### src/rtl/hilo_ctrl_if.sv
// rtl/hilo_ctrl_if.sv - control-unit and divider/multiplier signal bundle for hilo_ctrl
interface hilo_ctrl_if;
  // Request side from the pipeline control unit
  logic        i_Start;
  logic [1:0]  i_Op;
  logic [31:0] i_A;
  logic [31:0] i_B;
  // Arithmetic unit handshake and results
  logic        w_DivStart;
  logic        w_MultStart;
  logic        w_DivStop;
  logic        w_MultStop;
  logic [31:0] w_DIVHI;
  logic [31:0] w_DIVLO;
  logic [31:0] w_MULTHI;
  logic [31:0] w_MULTLO;
  // Architectural registers and status
  logic [31:0] o_HI;
  logic [31:0] o_LO;
  logic        o_Busy;
  logic        o_Done;
  logic        o_DivZero;
  logic        o_Timeout;

  // Environment side: control unit plus the arithmetic units
  modport master (
    output i_Start, i_Op, i_A, i_B,
    output w_DivStop, w_MultStop, w_DIVHI, w_DIVLO, w_MULTHI, w_MULTLO,
    input  w_DivStart, w_MultStart,
    input  o_HI, o_LO, o_Busy, o_Done, o_DivZero, o_Timeout
  );

  // HI/LO controller side
  modport slave (
    input  i_Start, i_Op, i_A, i_B,
    input  w_DivStop, w_MultStop, w_DIVHI, w_DIVLO, w_MULTHI, w_MULTLO,
    output w_DivStart, w_MultStart,
    output o_HI, o_LO, o_Busy, o_Done, o_DivZero, o_Timeout
  );
endinterface

### src/rtl/hilo_ctrl.sv
// rtl/hilo_ctrl.sv - HI/LO register controller sequencing divider and multiplier runs
module hilo_ctrl #(
  parameter int TIMEOUT = 40
) (
  input  logic        Clock,
  input  logic        Reset,
  hilo_ctrl_if.slave  bus
);

  localparam int CW = $clog2(TIMEOUT + 1);

  localparam logic [1:0] OP_DIV  = 2'b00;
  localparam logic [1:0] OP_MULT = 2'b01;
  localparam logic [1:0] OP_MTHI = 2'b10;
  localparam logic [1:0] OP_MTLO = 2'b11;

  typedef enum logic [1:0] {IDLE, DIV_RUN, MULT_RUN, DONE} state_t;

  state_t        state_q, state_d;
  logic [CW-1:0] cnt_q, cnt_d;
  logic [31:0]   hi_q, hi_d;
  logic [31:0]   lo_q, lo_d;
  logic          busy_q, busy_d;
  logic          div_start_q, div_start_d;
  logic          mult_start_q, mult_start_d;
  logic          done_q, done_d;
  logic          divzero_q, divzero_d;
  logic          timeout_q, timeout_d;

  logic          unit_stop;
  logic [31:0]   unit_hi;
  logic [31:0]   unit_lo;

  // Select the stop flag and results of whichever unit is in flight
  always_comb begin
    unit_stop = 1'b0;
    unit_hi   = hi_q;
    unit_lo   = lo_q;
    if (state_q == DIV_RUN) begin
      unit_stop = bus.w_DivStop;
      unit_hi   = bus.w_DIVHI;
      unit_lo   = bus.w_DIVLO;
    end else if (state_q == MULT_RUN) begin
      unit_stop = bus.w_MultStop;
      unit_hi   = bus.w_MULTHI;
      unit_lo   = bus.w_MULTLO;
    end
  end

  // Next-state, counter, HI/LO and status pulse logic
  always_comb begin
    state_d      = state_q;
    cnt_d        = cnt_q;
    hi_d         = hi_q;
    lo_d         = lo_q;
    busy_d       = busy_q;
    div_start_d  = 1'b0;
    mult_start_d = 1'b0;
    done_d       = 1'b0;
    divzero_d    = 1'b0;
    timeout_d    = 1'b0;
    case (state_q)
      IDLE: begin
        if (bus.i_Start) begin
          case (bus.i_Op)
            OP_DIV: begin
              if (bus.i_B != 32'd0) begin
                state_d     = DIV_RUN;
                busy_d      = 1'b1;
                div_start_d = 1'b1;
                cnt_d       = '0;
              end else begin
                divzero_d = 1'b1;
              end
            end
            OP_MULT: begin
              state_d      = MULT_RUN;
              busy_d       = 1'b1;
              mult_start_d = 1'b1;
              cnt_d        = '0;
            end
            OP_MTHI: hi_d = bus.i_A;
            OP_MTLO: lo_d = bus.i_A;
            default: ;
          endcase
        end
      end
      DIV_RUN, MULT_RUN: begin
        // cnt_q == 0 is the cycle carrying the start pulse; the unit's stop
        // flag may still be stale then, so it is not trusted until cnt_q > 0.
        if (unit_stop && (cnt_q != '0)) begin
          hi_d    = unit_hi;
          lo_d    = unit_lo;
          state_d = DONE;
          busy_d  = 1'b0;
          done_d  = 1'b1;
          cnt_d   = '0;
        end else if (cnt_q == CW'(TIMEOUT - 1)) begin
          // This run cycle brings the count to TIMEOUT: give up, HI/LO untouched
          state_d   = IDLE;
          busy_d    = 1'b0;
          timeout_d = 1'b1;
          cnt_d     = '0;
        end else begin
          cnt_d = cnt_q + CW'(1);
        end
      end
      DONE: state_d = IDLE;
      default: state_d = IDLE;
    endcase
  end

  // State and output registers; reset abandons any in-flight operation
  always_ff @(posedge Clock or negedge Reset) begin
    if (!Reset) begin
      state_q      <= IDLE;
      cnt_q        <= '0;
      hi_q         <= '0;
      lo_q         <= '0;
      busy_q       <= 1'b0;
      div_start_q  <= 1'b0;
      mult_start_q <= 1'b0;
      done_q       <= 1'b0;
      divzero_q    <= 1'b0;
      timeout_q    <= 1'b0;
    end else begin
      state_q      <= state_d;
      cnt_q        <= cnt_d;
      hi_q         <= hi_d;
      lo_q         <= lo_d;
      busy_q       <= busy_d;
      div_start_q  <= div_start_d;
      mult_start_q <= mult_start_d;
      done_q       <= done_d;
      divzero_q    <= divzero_d;
      timeout_q    <= timeout_d;
    end
  end

  assign bus.w_DivStart  = div_start_q;
  assign bus.w_MultStart = mult_start_q;
  assign bus.o_HI        = hi_q;
  assign bus.o_LO        = lo_q;
  assign bus.o_Busy      = busy_q;
  assign bus.o_Done      = done_q;
  assign bus.o_DivZero   = divzero_q;
  assign bus.o_Timeout   = timeout_q;

endmodule

### src/flat_wrapper.sv
// flat-port wrapper written by rule: the top's interface ports become plain ports
module hilo_ctrl_flat 
#(
  parameter int TIMEOUT = 40
)
  (Clock, Reset, bus_i_Start, bus_i_Op, bus_i_A, bus_i_B, bus_w_DivStop, bus_w_MultStop, bus_w_DIVHI, bus_w_DIVLO, bus_w_MULTHI, bus_w_MULTLO, bus_w_DivStart, bus_w_MultStart, bus_o_HI, bus_o_LO, bus_o_Busy, bus_o_Done, bus_o_DivZero, bus_o_Timeout);
  hilo_ctrl_if bus_i ();
  input  logic Clock;
  input  logic Reset;
  input wire logic [$bits(bus_i.i_Start)-1:0] bus_i_Start;
  input wire logic [$bits(bus_i.i_Op)-1:0] bus_i_Op;
  input wire logic [$bits(bus_i.i_A)-1:0] bus_i_A;
  input wire logic [$bits(bus_i.i_B)-1:0] bus_i_B;
  input wire logic [$bits(bus_i.w_DivStop)-1:0] bus_w_DivStop;
  input wire logic [$bits(bus_i.w_MultStop)-1:0] bus_w_MultStop;
  input wire logic [$bits(bus_i.w_DIVHI)-1:0] bus_w_DIVHI;
  input wire logic [$bits(bus_i.w_DIVLO)-1:0] bus_w_DIVLO;
  input wire logic [$bits(bus_i.w_MULTHI)-1:0] bus_w_MULTHI;
  input wire logic [$bits(bus_i.w_MULTLO)-1:0] bus_w_MULTLO;
  output wire logic [$bits(bus_i.w_DivStart)-1:0] bus_w_DivStart;
  output wire logic [$bits(bus_i.w_MultStart)-1:0] bus_w_MultStart;
  output wire logic [$bits(bus_i.o_HI)-1:0] bus_o_HI;
  output wire logic [$bits(bus_i.o_LO)-1:0] bus_o_LO;
  output wire logic [$bits(bus_i.o_Busy)-1:0] bus_o_Busy;
  output wire logic [$bits(bus_i.o_Done)-1:0] bus_o_Done;
  output wire logic [$bits(bus_i.o_DivZero)-1:0] bus_o_DivZero;
  output wire logic [$bits(bus_i.o_Timeout)-1:0] bus_o_Timeout;
  assign bus_i.i_Start = bus_i_Start;
  assign bus_i.i_Op = bus_i_Op;
  assign bus_i.i_A = bus_i_A;
  assign bus_i.i_B = bus_i_B;
  assign bus_i.w_DivStop = bus_w_DivStop;
  assign bus_i.w_MultStop = bus_w_MultStop;
  assign bus_i.w_DIVHI = bus_w_DIVHI;
  assign bus_i.w_DIVLO = bus_w_DIVLO;
  assign bus_i.w_MULTHI = bus_w_MULTHI;
  assign bus_i.w_MULTLO = bus_w_MULTLO;
  assign bus_w_DivStart = bus_i.w_DivStart;
  assign bus_w_MultStart = bus_i.w_MultStart;
  assign bus_o_HI = bus_i.o_HI;
  assign bus_o_LO = bus_i.o_LO;
  assign bus_o_Busy = bus_i.o_Busy;
  assign bus_o_Done = bus_i.o_Done;
  assign bus_o_DivZero = bus_i.o_DivZero;
  assign bus_o_Timeout = bus_i.o_Timeout;
  hilo_ctrl #(.TIMEOUT(TIMEOUT)) u_core (.Clock(Clock), .Reset(Reset), .bus(bus_i));
endmodule
### config.mk
export PLATFORM = sky130hd
export DESIGN_NAME = hilo_ctrl_flat
export DESIGN_NICKNAME = d
export VERILOG_FILES = /design/src/rtl/hilo_ctrl_if.sv /design/src/rtl/hilo_ctrl.sv /design/src/flat_wrapper.sv
export SDC_FILE = /design/constraint.sdc
export NUM_CORES = 1
export LEC_CHECK = 0
export CORE_ASPECT_RATIO = 1.1
export CORE_UTILIZATION = 38
export CTS_CLUSTER_DIAMETER = 120
export DETAILED_ROUTE_END_ITERATION = 10
export GPL_TIMING_DRIVEN = 0
export PLACE_DENSITY = 0.82
export REMOVE_ABC_BUFFERS = 1
export SYNTH_ARGS = -nofsm -noshare
export SYNTH_HDL_FRONTEND = slang
export SYNTH_SLANG_ARGS = --single-unit
### constraint.sdc
create_clock -name Clock -period 3.1 [get_ports Clock]
set_clock_uncertainty 0.15 [all_clocks]
set_input_delay 0.62 -clock Clock [delete_from_list [all_inputs] [get_ports Clock]]
set_output_delay 0.62 -clock Clock [all_outputs]
set_load 0.03 [all_outputs]
==> results.json <==
{
  "vdd_drop_max_mv": 0.844,
  "drtAntennaViolNets": 0,
  "layoutNonFillerInstCount": 820,
  "clkLatencyLatePin_ns": 0.33,
  "crit_type": "register to register",
  "avgViaCountPerCell": 5.31,
  "drc": 0,
  "status": "finished clean",
  "power.density_nw_per_um2": 1110,
  "cts_buffers": 9,
  "synth.cell_area_sq_um": 4370,
  "fin_crit_sh_pct": 97.1,
  "num_rows": 40,
  "grt_pass1_vias": 4423,
  "holdCritPathClass": "primary input to asynchronous set/reset pin",
  "cp.required_ns": 3.21,
  "synthCells": 417,
  "path_max_fanout": 64,
  "wire_per_inst_um": 16.2,
  "syn_area_per_cell_sq_um": 10.5,
  "drtIter0Drc": 191,
  "yosysUniqueCellTypes": 37,
  "dp_hpwl_mm": 10.1,
  "track_usage_pct": 22.4,
  "grt_overflow": 0,
  "crit_arrival_ns": 3.12,
  "cts_sinks": 78,
  "die-height_um": 115,
  "nNetsFinal": 874,
  "cts_tree": "built",
  "synth_seq_area_share_pct": 44.6,
  "max_slew_margin_pct": 47.2,
  "dp_slack_ns": -0.276,
  "cp-start-kind": "register",
  "firstDrtPassIters": 4,
  "vias": 4351,
  "holdWs_ns": 0.121,
  "slew_violations": 0,
  "leakage_nw": 3.37,
  "wirelength_mm": 13.3,
  "setup_viol_count_final": 0,
  "dieWidth_um": 104,
  "rsz0062_at_grt": "yes",
  "postLayoutCoreUtil_pct": 67.8,
  "drive_gt1_share_pct": 4.31,
  "synth-async-reset-ratio_pct": 100,
  "initial_utilization_pct": 39.5,
  "dp_cells": 804,
  "die-area_sq_um": 11900,
  "hold_violations": 0,
  "clk_transition_reported_paths_ns": 0.06,
  "ys_seq_elements": 78,
  "ctsHtreeMaxLevel": 3,
  "area_delta_synth_final_pct": 71.4,
  "max_freq_mhz": 332,
  "n_antenna_cell": 0,
  "grt_max_degree": 65,
  "place_congestion": 0.754,
  "grt_first_pass_wirelength_mm": 21.3,
  "clockBufferDepth": 2,
  "holdBufCountCts": 0,
  "tightestPinTransition_ns": 0.787,
  "crit_path_end_kind": "register",
  "core_area_sq_um": 11100,
  "drv_cap": 0,
  "synth_edf_count": 0,
  "setup_ws_ns": 0.0913,
  "antenna_found_initial": 0,
  "io_buffers": 268,
  "synthFlopType": "dfrtp_1",
  "ios": 269,
  "ys_warn_count": 0,
  "cts_root_buffer": "clkbuf_16",
  "fin_crit_ns": 3.01
}
-- through the flow --
| stage | total power [mW] | area, sq um | TNS [ns] |
|---|---|---|---|
| finish | 8.32 | 7500 | 0 |
| detailed placement | 7.30 | 7190 | -7.84 |
| global route | 8.86 | 7500 | -4.44 |
| floorplan | 5.38 | 4240 | -103.81 |
| global placement | 6.61 | 7100 | -287.72 |
| CTS | 8.39 | 7490 | 0 |
-- logic make-up (layout without fill, tap and decap cells) --
logic type / Yosys count / after routing / share of synthesized area, %
AOI/OAI and AO/OA: 150 / 150 / 25.7
adders and majority gates: 7 / 7 / 2.00
buffers and inverters: 40 / 296 / 3.89
DFF: 78 / 78 / 44.6
muxes: 67 / 67 / 15.4
and+or+nand+nor: 75 / 75 / 8.41
-- sequential cells by signal, indices dropped and copies added (netlist names), 2 cells and up --
name             flops
u_core.bus.o_HI     32
u_core.bus.o_LO     32
u_core.cnt_q         6
u_core.state_q       2
-- worst paths after layout --
check                                    start             endpoint  slack, ns  depth (start not counted)
max                          u_core.state_q[1]   u_core.bus.o_HI[0]       0.09                          7
min                                      Reset    u_core.bus.o_Done       0.12                          1
max reg2reg                  u_core.state_q[1]   u_core.bus.o_HI[0]       0.09                          7
min reg2reg                u_core.bus.o_LO[22]  u_core.bus.o_LO[22]       0.32                          1
max in group asynchronous                Reset  u_core.bus.o_HI[10]       2.08                          2
min in group Clock         u_core.bus.o_LO[22]  u_core.bus.o_LO[22]       0.32                          1
-- critical path, stage by stage, from the launching register on --
cell	delay [ns]
dfrtp_1	0.41
inv_1	0.20
ha_4	0.52
a21boi_1	0.21
a32oi_4	0.41
nand2_4	0.45
a211oi_1	0.41
a21o_1	0.11
-- power breakdown --
group          internal (mW)  total [mW]  switching (mW)
clock network          0.663        1.06           0.392
registers               1.53        1.80           0.267
logic                   2.34        5.47            3.12
-- cell usage in the layout, fill, tap and decap left out, types with 2 or more instances in the layout --
cell             count
clkdlybuf4s50_1    267
dfrtp_1             78
mux2i_1             66
a211oi_1            64
a21o_1              64
nor2_1              37
nand2_1             10
o21ai_0             10
inv_1                9
nor4_1               9
clkbuf_16            9
ha_1                 5
nand3b_1             3
nand4_1              3
clkinv_2             3
buf_12               3
nor3_1               2
nand3_1              2
nand2b_1             2
nand2_4              2
a21oi_1              2
ha_4                 2
clkbuf_8             2
-- synthesized netlist by cell type, types with 2 or more instances --
| cell type | n | area (sq um) |
|---|---|---|
| dfrtp_1 | 78 | 1950 |
| mux2i_1 | 66 | 661 |
| nand2_1 | 10 | 37.5 |
| nand4_1 | 3 | 18.8 |
| nand2b_1 | 2 | 12.5 |
| o31ai_1 | 2 | 15.0 |
| a21o_1 | 64 | 480 |
| buf_2 | 13 | 65.1 |
| nor2_1 | 37 | 139 |
| inv_1 | 9 | 33.8 |
| clkbuf_1 | 16 | 60.1 |
| ha_1 | 7 | 87.6 |
| nor3_1 | 2 | 10.0 |
| a211oi_1 | 64 | 480 |
| nor4_1 | 9 | 56.3 |
| a21oi_1 | 2 | 10.0 |
| o21ai_0 | 10 | 50.1 |
| nand3_1 | 2 | 10.0 |
| nand3b_1 | 3 | 22.5 |
-- metal layers --
layer / wire, um / track usage, % / up-vias
li1: - / - / 2074
met1: 5180 / 24.7 / 2084
met2: 7090 / 42.5 / 184
met3: 926 / 5.41 / 9
met4: 108 / 6.10 / 0
met5: 0 / 0 / -
-- layout make-up --
cell class | instances | area, sq um
Fill cell | 876 | 3560
Tap cell | 147 | 184
Timing Repair Buffer | 271 | 2740
Clock inverter | 4 | 45.0
Inverter | 9 | 33.8
Clock buffer | 12 | 256
Multi-Input combinational cell | 299 | 2290
Sequential cell | 78 | 1950
-- what timing repair did --
| action | CTS | global route |
|---|---|---|
| hold endpoints to repair | 0 | 0 |
| endpoints found under the setup margin | 32 | 71 |
| gates resized for setup | 1 | 1 |
| buffers inserted | 0 | 0 |
Note: power is estimated with default switching activity, not from simulation.
